--- src/rtl/gpr_wb_arbiter_pkg.sv ---
// Shared GPR constants and writeback request type.
// The decode stage and the register file use the same widths, so they live here.
// The constants carry a GPR_ prefix so that modules can import this package and
// still declare their own AW/DW parameters without name clashes.
package gpr_wb_arbiter_pkg;

  localparam int GPR_AW   = 5;
  localparam int GPR_DW   = 32;
  localparam int NREG     = 2**GPR_AW;
  localparam int REG_ZERO = 0;

  // One writeback source as seen by the arbiter.
  typedef struct packed {
    logic              valid;
    logic [GPR_AW-1:0] addr;
    logic [GPR_DW-1:0] data;
  } wb_req_t;

  // Wraps an index that has gone at most one lap past n back into 0..n-1.
  // Used for both the round-robin scan and the pointer advance.
  function automatic int rr_wrap(input int idx, input int n);
    return (idx >= n) ? idx - n : idx;
  endfunction

endpackage

--- src/rtl/gpr_wb_arbiter_rr.sv ---
// Combinational round-robin arbiter.
// The scan starts at ptr and walks upward with wrap-around; the first active
// request wins. The pointer register itself belongs to the instantiating block,
// so this module stays purely combinational.
module rr_arbiter
  import gpr_wb_arbiter_pkg::*;
#(
  parameter int N = 3
) (
  input  logic [N-1:0]         req,
  input  logic [$clog2(N)-1:0] ptr,
  output logic [N-1:0]         gnt,
  output logic [$clog2(N)-1:0] gnt_idx
);

  localparam int PW = $clog2(N);

  logic found;
  int   idx;

  // Scan from ptr with wrap and grant the first requester found (one-hot plus index).
  always_comb begin
    gnt     = '0;
    gnt_idx = '0;
    found   = 1'b0;
    idx     = 0;
    for (int k = 0; k < N; k++) begin
      idx = rr_wrap(int'(ptr) + k, N);
      if (!found && req[idx]) begin
        found        = 1'b1;
        gnt[idx]     = 1'b1;
        gnt_idx      = PW'(idx);
      end
    end
  end

endmodule

--- src/rtl/gpr_wb_arbiter.sv ---
// GPR writeback arbiter.
// Several writeback sources (ALU, load, mul/div) share the single GPR write port.
// A round-robin grant picks one source per cycle; the winner is captured in a
// registered output stage that drives RegWr/address/WD one cycle later.
// A per-register pending scoreboard lets decode spot RAW hazards on rs/rt.
module gpr_wb_arbiter
  import gpr_wb_arbiter_pkg::*;
#(
  parameter int NREQ = 3,
  parameter int AW   = GPR_AW,
  parameter int DW   = GPR_DW
) (
  input  logic              clk,
  input  logic              rst,
  input  logic [NREQ-1:0]    req_valid,
  output logic [NREQ-1:0]    req_ready,
  input  logic [NREQ*AW-1:0] req_addr,
  input  logic [NREQ*DW-1:0] req_data,
  input  logic              iss_valid,
  input  logic [AW-1:0]     iss_addr,
  input  logic [AW-1:0]     rs,
  input  logic [AW-1:0]     rt,
  output logic              rs_busy,
  output logic              rt_busy,
  output logic              gpr_we,
  output logic [AW-1:0]     gpr_waddr,
  output logic [DW-1:0]     gpr_wdata,
  output logic [2**AW-1:0]  pending
);

  localparam int PW = $clog2(NREQ);
  localparam int NR = 2**AW;

  logic [NREQ-1:0] gnt;
  logic [PW-1:0]   gnt_idx;
  logic [PW-1:0]   ptr;
  logic            any_gnt;
  logic [AW-1:0]   win_addr;
  logic [DW-1:0]   win_data;
  logic [NR-1:0]   set_mask;
  logic [NR-1:0]   clr_mask;

  rr_arbiter #(
    .N(NREQ)
  ) u_rr (
    .req    (req_valid),
    .ptr    (ptr),
    .gnt    (gnt),
    .gnt_idx(gnt_idx)
  );

  // There is no stall input, so a grant is also the transfer.
  assign req_ready = gnt;
  assign any_gnt   = |gnt;
  assign win_addr  = req_addr[gnt_idx*AW +: AW];
  assign win_data  = req_data[gnt_idx*DW +: DW];

  // Capture the winner into the output stage and move the pointer past it.
  // Address 0 is consumed but never written, so RegWr stays low for it.
  always_ff @(posedge clk or negedge rst) begin
    if (!rst) begin
      ptr       <= '0;
      gpr_we    <= 1'b0;
      gpr_waddr <= '0;
      gpr_wdata <= '0;
    end else if (any_gnt) begin
      ptr       <= PW'(rr_wrap(int'(gnt_idx) + 1, NREQ));
      gpr_we    <= (win_addr != AW'(REG_ZERO));
      gpr_waddr <= win_addr;
      gpr_wdata <= win_data;
    end else begin
      gpr_we    <= 1'b0;
    end
  end

  // Build the scoreboard set/clear masks for this cycle.
  always_comb begin
    set_mask = '0;
    clr_mask = '0;
    if (iss_valid && (iss_addr != AW'(REG_ZERO))) begin
      set_mask[iss_addr] = 1'b1;
    end
    if (any_gnt) begin
      clr_mask[win_addr] = 1'b1;
    end
  end

  // Update pending bits; set is applied after clear so a newer in-flight writer wins.
  always_ff @(posedge clk or negedge rst) begin
    if (!rst) begin
      pending <= '0;
    end else begin
      pending <= (pending & ~clr_mask) | set_mask;
    end
  end

  // The output-stage term covers the cycle after the grant, when the pending
  // bit is already cleared but the GPR has not been written yet.
  assign rs_busy = (rs != AW'(REG_ZERO)) &&
                   (pending[rs] || (gpr_we && (gpr_waddr == rs)));
  assign rt_busy = (rt != AW'(REG_ZERO)) &&
                   (pending[rt] || (gpr_we && (gpr_waddr == rt)));

endmodule

--- config.mk ---
export PLATFORM = sky130hd
export DESIGN_NAME = gpr_wb_arbiter
export DESIGN_NICKNAME = d
export VERILOG_FILES = /design/src/rtl/gpr_wb_arbiter_pkg.sv /design/src/rtl/gpr_wb_arbiter_rr.sv /design/src/rtl/gpr_wb_arbiter.sv
export SDC_FILE = /design/constraint.sdc
export NUM_CORES = 1
export LEC_CHECK = 0
export BUFFER_PORTS_ARGS = -buffer_cell sky130_fd_sc_hd__buf_2
export CAP_MARGIN = 20
export CORE_ASPECT_RATIO = 0.8
export CORE_MARGIN = 2
export CORE_UTILIZATION = 47
export CTS_CLUSTER_DIAMETER = 100
export CTS_CLUSTER_SIZE = 25
export DETAILED_ROUTE_END_ITERATION = 10
export HOLD_SLACK_MARGIN = 0.15
export PLACE_DENSITY_LB_ADDON = 0.1
export SYNTH_ARGS = -nofsm -noshare
export SYNTH_HDL_FRONTEND = slang
export SYNTH_SLANG_ARGS = --single-unit
--- constraint.sdc ---
create_clock -name clk -period 7.6 [get_ports clk]
set_input_delay 0.38 -clock clk [delete_from_list [all_inputs] [get_ports clk]]
set_output_delay 0.38 -clock clk [all_outputs]
set_load 0.05 [all_outputs]
; ---- Word level (Yosys, flattened, before mapping)
; Index checks and enable logic that the tools add are counted.
[word_totals]
reg_bits = 72
out_inout_bits = 75
word_cells = 97
[op_classes]
n_addsub = 7
n_mul = 1
magnitude_cmp = 16
eq_ne = 2
n_shift = 2
mux = 38
bitwise = 5
reduce_logical = 21
[op_table]
columns = op, count
row1 = $mux W32, 5
row2 = $ge A32 B1 Y1 const B, 3
row3 = $lt A32 B4 Y1 const B, 3
row4 = $shiftx A96 B8 Y32, 1
row5 = $ge A32 B3 Y1 const B, 2
row6 = $sub A32 B3 Y32 const B, 2
row7 = $and A32 B32 Y32, 1
row8 = $not A32 Y32, 1
row9 = $or A32 B32 Y32, 1
row10 = $lt A5 B6 Y1 const B, 4
row11 = $reduce_bool A5 Y1, 4
row12 = $mux W1, 16
row13 = $shiftx A15 B6 Y5, 1
row14 = $logic_and A1 B1 Y1, 12
row15 = $bmux W1 S5, 2
row16 = $demux W1 S5, 2
row17 = $eq A5 B5 Y1, 2
row18 = $ge A5 B1 Y1 const B, 2
row19 = $mux W3, 3
row20 = $mux W2, 4
row21 = $add A2 B1 Y3 const B, 2
row22 = $bmux W1 S2, 3
row23 = $demux W1 S2, 3
row24 = $or A3 B3 Y3, 2
row25 = other kinds (9), 11

; ---- Longest topological paths before layout
[depth]
depth_word = 22
depth_mapped = 12
ltp_nobuf = 9

; ---- Hierarchy
; From an unflattened synthesis, not the netlist that was laid out.
[hier_totals]
hier_cells = 497
hier_area_um2 = 4536.9
[by_module_without_submodules]
columns = mod, n_inst, cells_per_inst, area_per_inst_um2, seq_area_each_um2
row1 = gpr_wb_arbiter, 1, 455, 4229.1, 1801.7
row2 = rr_arbiter, 1, 42, 307.8, 0.0

; ---- Worst setup path after synthesis
; No wires, ideal clock.
[synth_timing]
path_type = register to output
startpoint = register pending[16]
endpoint = output rs_busy
arrival_ps = 2186
path_slack_ps = 5034
path_stages_with_launch = 8
cell_sequence = dfrtp_1 > inv_1 > o21ai_0 > a21oi_1 > o21ai_0 > a21oi_1 > o31a_1 > a21oi_1
[synth_via]
elab_chain_len = 4
[synth_rtl]
columns = element, line
row1 = start: declaration, gpr_wb_arbiter.sv:28  ; output logic [2**AW-1:0] pending
row2 = start signal: assignment, gpr_wb_arbiter.sv:93  ; pending <= (pending & ~clr_mask) | set_mask;
row3 = $bmux W1 S5, gpr_wb_arbiter.sv:100  ; (pending[rs] || (gpr_we && (gpr_waddr == rs)));
row4 = $mux W1 (not written as such), gpr_wb_arbiter.sv:100
row5 = $logic_or A1 B1 Y1, gpr_wb_arbiter.sv:100
row6 = $logic_and A1 B1 Y1, gpr_wb_arbiter.sv:99  ; assign rs_busy = (rs != AW'(REG_ZERO)) &&
row7 = end: declaration, gpr_wb_arbiter.sv:23  ; output logic rs_busy,
; Every way passes these cells. The select of a mux whose other input is x is not followed.

; ---- Worst setup path in the final report
[layout_timing]
startpoint = register ptr[1]
endpoint = register pending[18]
[layout_via]
elab_chain_len = 22
elab_cells_between_ends = 61
[layout_rtl]
columns = element, line
row1 = start: declaration, gpr_wb_arbiter.sv:36  ; logic [PW-1:0] ptr;
row2 = start signal: assignment, gpr_wb_arbiter.sv:67  ; ptr <= PW'(rr_wrap(int'(gnt_idx) + 1, NREQ));
row3 = "parallel branches: the longest is 18 deep, another holds $sub A32 B3 Y32", n/a
row4 = $mux W32 *, gpr_wb_arbiter.sv:83  ; if (any_gnt) begin
row5 = $not A32 Y32 *, gpr_wb_arbiter.sv:93
row6 = $and A32 B32 Y32 *, gpr_wb_arbiter.sv:93
row7 = $or A32 B32 Y32 *, gpr_wb_arbiter.sv:93
; Every way passes the cells marked *. The select of a mux whose other input is x is not followed.
; A chain may end at the register's enable or synchronous reset.

==> flow_metrics.py <==
metrics = {
    "detailed_routing": {
        "antenna_left": 0,
        "wl_per_cell_um": 18.3,
        "drt-total-wl_um": 16200,
        "drc_errors": 0,
        "first_pass_iters": 5,
        "vias": 5168,
        "avgViaCountPerCell": 5.86,
        "drt_first_iter_violations": 336,
    },
    "die": {
        "die_h_um": 99.2,
        "num_rows": 34,
        "start_util": 0.485,
        "die_x_um": 123,
        "dieArea_mm2": 0.0122,
        "boundaryPins": 207,
        "design.core.area_mm2": 0.0110,
    },
    "worst_setup_path": {
        "rr_startpoint": "ptr[1]",
        "crit_start": "ptr[1]",
        "crit_type": "reg -> reg",
        "crit_fanout": 74,
        "cp.required_ps": 7790,
        "critPathCapture": "pending[18]",
        "critPathArrivalTime_ps": 3950,
        "crit-reg2reg-capture": "pending[18]",
        "worst_r2r_path_depth": 9,
        "cp-start-kind": "register",
        "reg2reg_slack_ps": 3840,
        "endpoint_kind": "register",
    },
    "cells_and_area": {
        "mostFrequentLayoutCells": "buf_2 (206), nand2_1 (91), dfrtp_1 (72), o21ai_0 (43), nor2_1 (42)",
        "layout.nets": 870,
        "final_common_cell": "buf_2",
        "antennaDiodeCount": 0,
        "synthToLayoutAreaGrowth_pct": 24.4,
        "drive_gt1_frac": 0.412,
    },
    "clock_tree": {
        "cts_sinks": 72,
        "clockBufferDepth": 2,
        "clockRootBuffer": "clkbuf_16",
        "cts_hold_buf": 0,
        "cts_tree": "done",
        "h-tree-depth": 3,
        "cts_buffers": 9,
        "path_clk_slew_ps": 60,
        "post_cts_resized": 0,
        "cts_setup_buffers": 0,
        "clkLatencyLatePin_ps": 330,
    },
    "placed_design": {
        "io_buffers": 206,
        "gp_congestion": 0.899,
        "place_hpwl_um": 12400,
    },
    "sta": {
        "fin_crit_ps": 3760,
        "grt_setup_unrepaired": "false",
        "finalCritPeriodShare": 0.495,
        "finalSetupTns_ps": 0,
        "maxSlewViolCount": 0,
        "clock.fmax_ghz": 0.266,
        "relSlewSlack": 0.398,
        "finalSetupViolations": 0,
        "hold_viol": 0,
        "tightest_slew_ps": 904,
        "clock_skew_ps": 4.00,
    },
    "grt": {
        "overflow": 0,
        "grtUsageMet1": 0.347,
        "grt_antenna_before_repair": 0,
        "grt_use_met2": 0.432,
        "grtUsageTotal": 0.263,
        "gr-usage-met3": 0.0659,
        "grt_max_degree": 75,
        "grt.busiest_layer": "met2",
        "first_global_vias": 4888,
        "grt_pass1_wl_um": 25100,
    },
    "synthesis": {
        "avgSynthCellArea_um2": 9.74,
        "yosysSeqAreaShare": 0.338,
        "synth_seq_cells": 72,
        "synthCells": 547,
        "async_reset_ff_frac": 1.00,
        "yosys_warnings": 0,
        "synth_ff_type": "dfrtp_1",
        "synth_area_mm2": 0.00533,
        "syn_nets": 683,
        "synth_cell_types": 72,
        "synth_edf_count": 0,
    },
    "run": {
        "cap_violations": 0,
    },
    "run_status": {
        "status": "complete, no violations",
    },
    "min_path": {
        "hold_path_class": "in -> async",
    },
}
critical path: stages, from the launching register on:
cell and delay (ps):
dfrtp_1 400, inv_1 100, ha_1 520, mux2_4 390, a21boi_4 300, a31o_4 720, a41oi_2 350, nand2b_1 390
o31ai_1 300, o21ai_0 140
kinds of logic (layout without fill, tap and decap cells):
family | Yosys count | in the layout | synth area share
compound gates | 160 | 160 | 0.218
xor+xnor | 10 | 10 | 0.0164
flops | 72 | 72 | 0.338
buf+inv | 47 | 238 | 0.0498
simple gates | 191 | 191 | 0.175
fa+ha+maj | 4 | 4 | 0.00940
mux | 63 | 63 | 0.193
layout make-up:
cell class                 instances  area, um^2
fill                             963        4350
multi-input combinational        428        3260
sequential                        72        1800
timing repair buffer             210        1060
clock buffer                      10         239
tap                              144         180
inverter                          13        48.8
clock inverter                     5        33.8
cells in the mapped netlist, drive strengths merged, types with 3 or more instances:
cell type,count,share of area
a21oi,12,0.011
a311oi,4,0.0078
a31oi,34,0.043
buf,27,0.036
clkbuf,7,0.0049
dfrtp,72,0.34
ha,4,0.0094
inv,13,0.0092
mux2,38,0.10
mux2i,8,0.017
mux4,17,0.072
nand2,91,0.064
nand2b,8,0.0094
nand3,16,0.016
nand3b,4,0.0070
nand4b,8,0.016
nor2,42,0.030
nor2b,6,0.0070
o2111ai,5,0.0082
o211ai,10,0.018
o21a,3,0.0042
o21ai,57,0.056
o31ai,9,0.013
xor2,8,0.013
through the flow:
stage,hold slack (ps),area (um^2),util,instances,worst slack [ps]
after global routing,344,6620,0.603,882,3510
final,254,6620,0.603,882,3840
after CTS,295,6620,0.603,882,3860
after detailed placement,492,6350,0.579,867,3870
after global placement,488,6350,0.579,867,4090
after floorplan,84.4,5330,-,547,5030
how the worst min path moves through the flow:
stage / endpoint / cells past startpoint
floorplan: gpr_waddr[0] / 0
global placement: gpr_wdata[1] / 1
detailed placement: gpr_wdata[21] / 1
CTS: gpr_waddr[0] / 2
global route: pending[13] / 2
finish: pending[15] / 2
flip-flops by register name, summed over array words and instances, names as in the netlist:
name / flops
ptr: 2
pending: 32
gpr_we: 1
gpr_wdata: 32
gpr_waddr: 5
metal layers:
metal | share of wire | wire length [um]
met1 | 0.43 | 6970
met2 | 0.48 | 7830
met3 | 0.070 | 1130
met4 | 0.013 | 216
met5 | 0 | 0
Power is left out: the tool's default activity adds up to more than one toggle a clock period on the data nets, which glitch-free logic cannot reach.
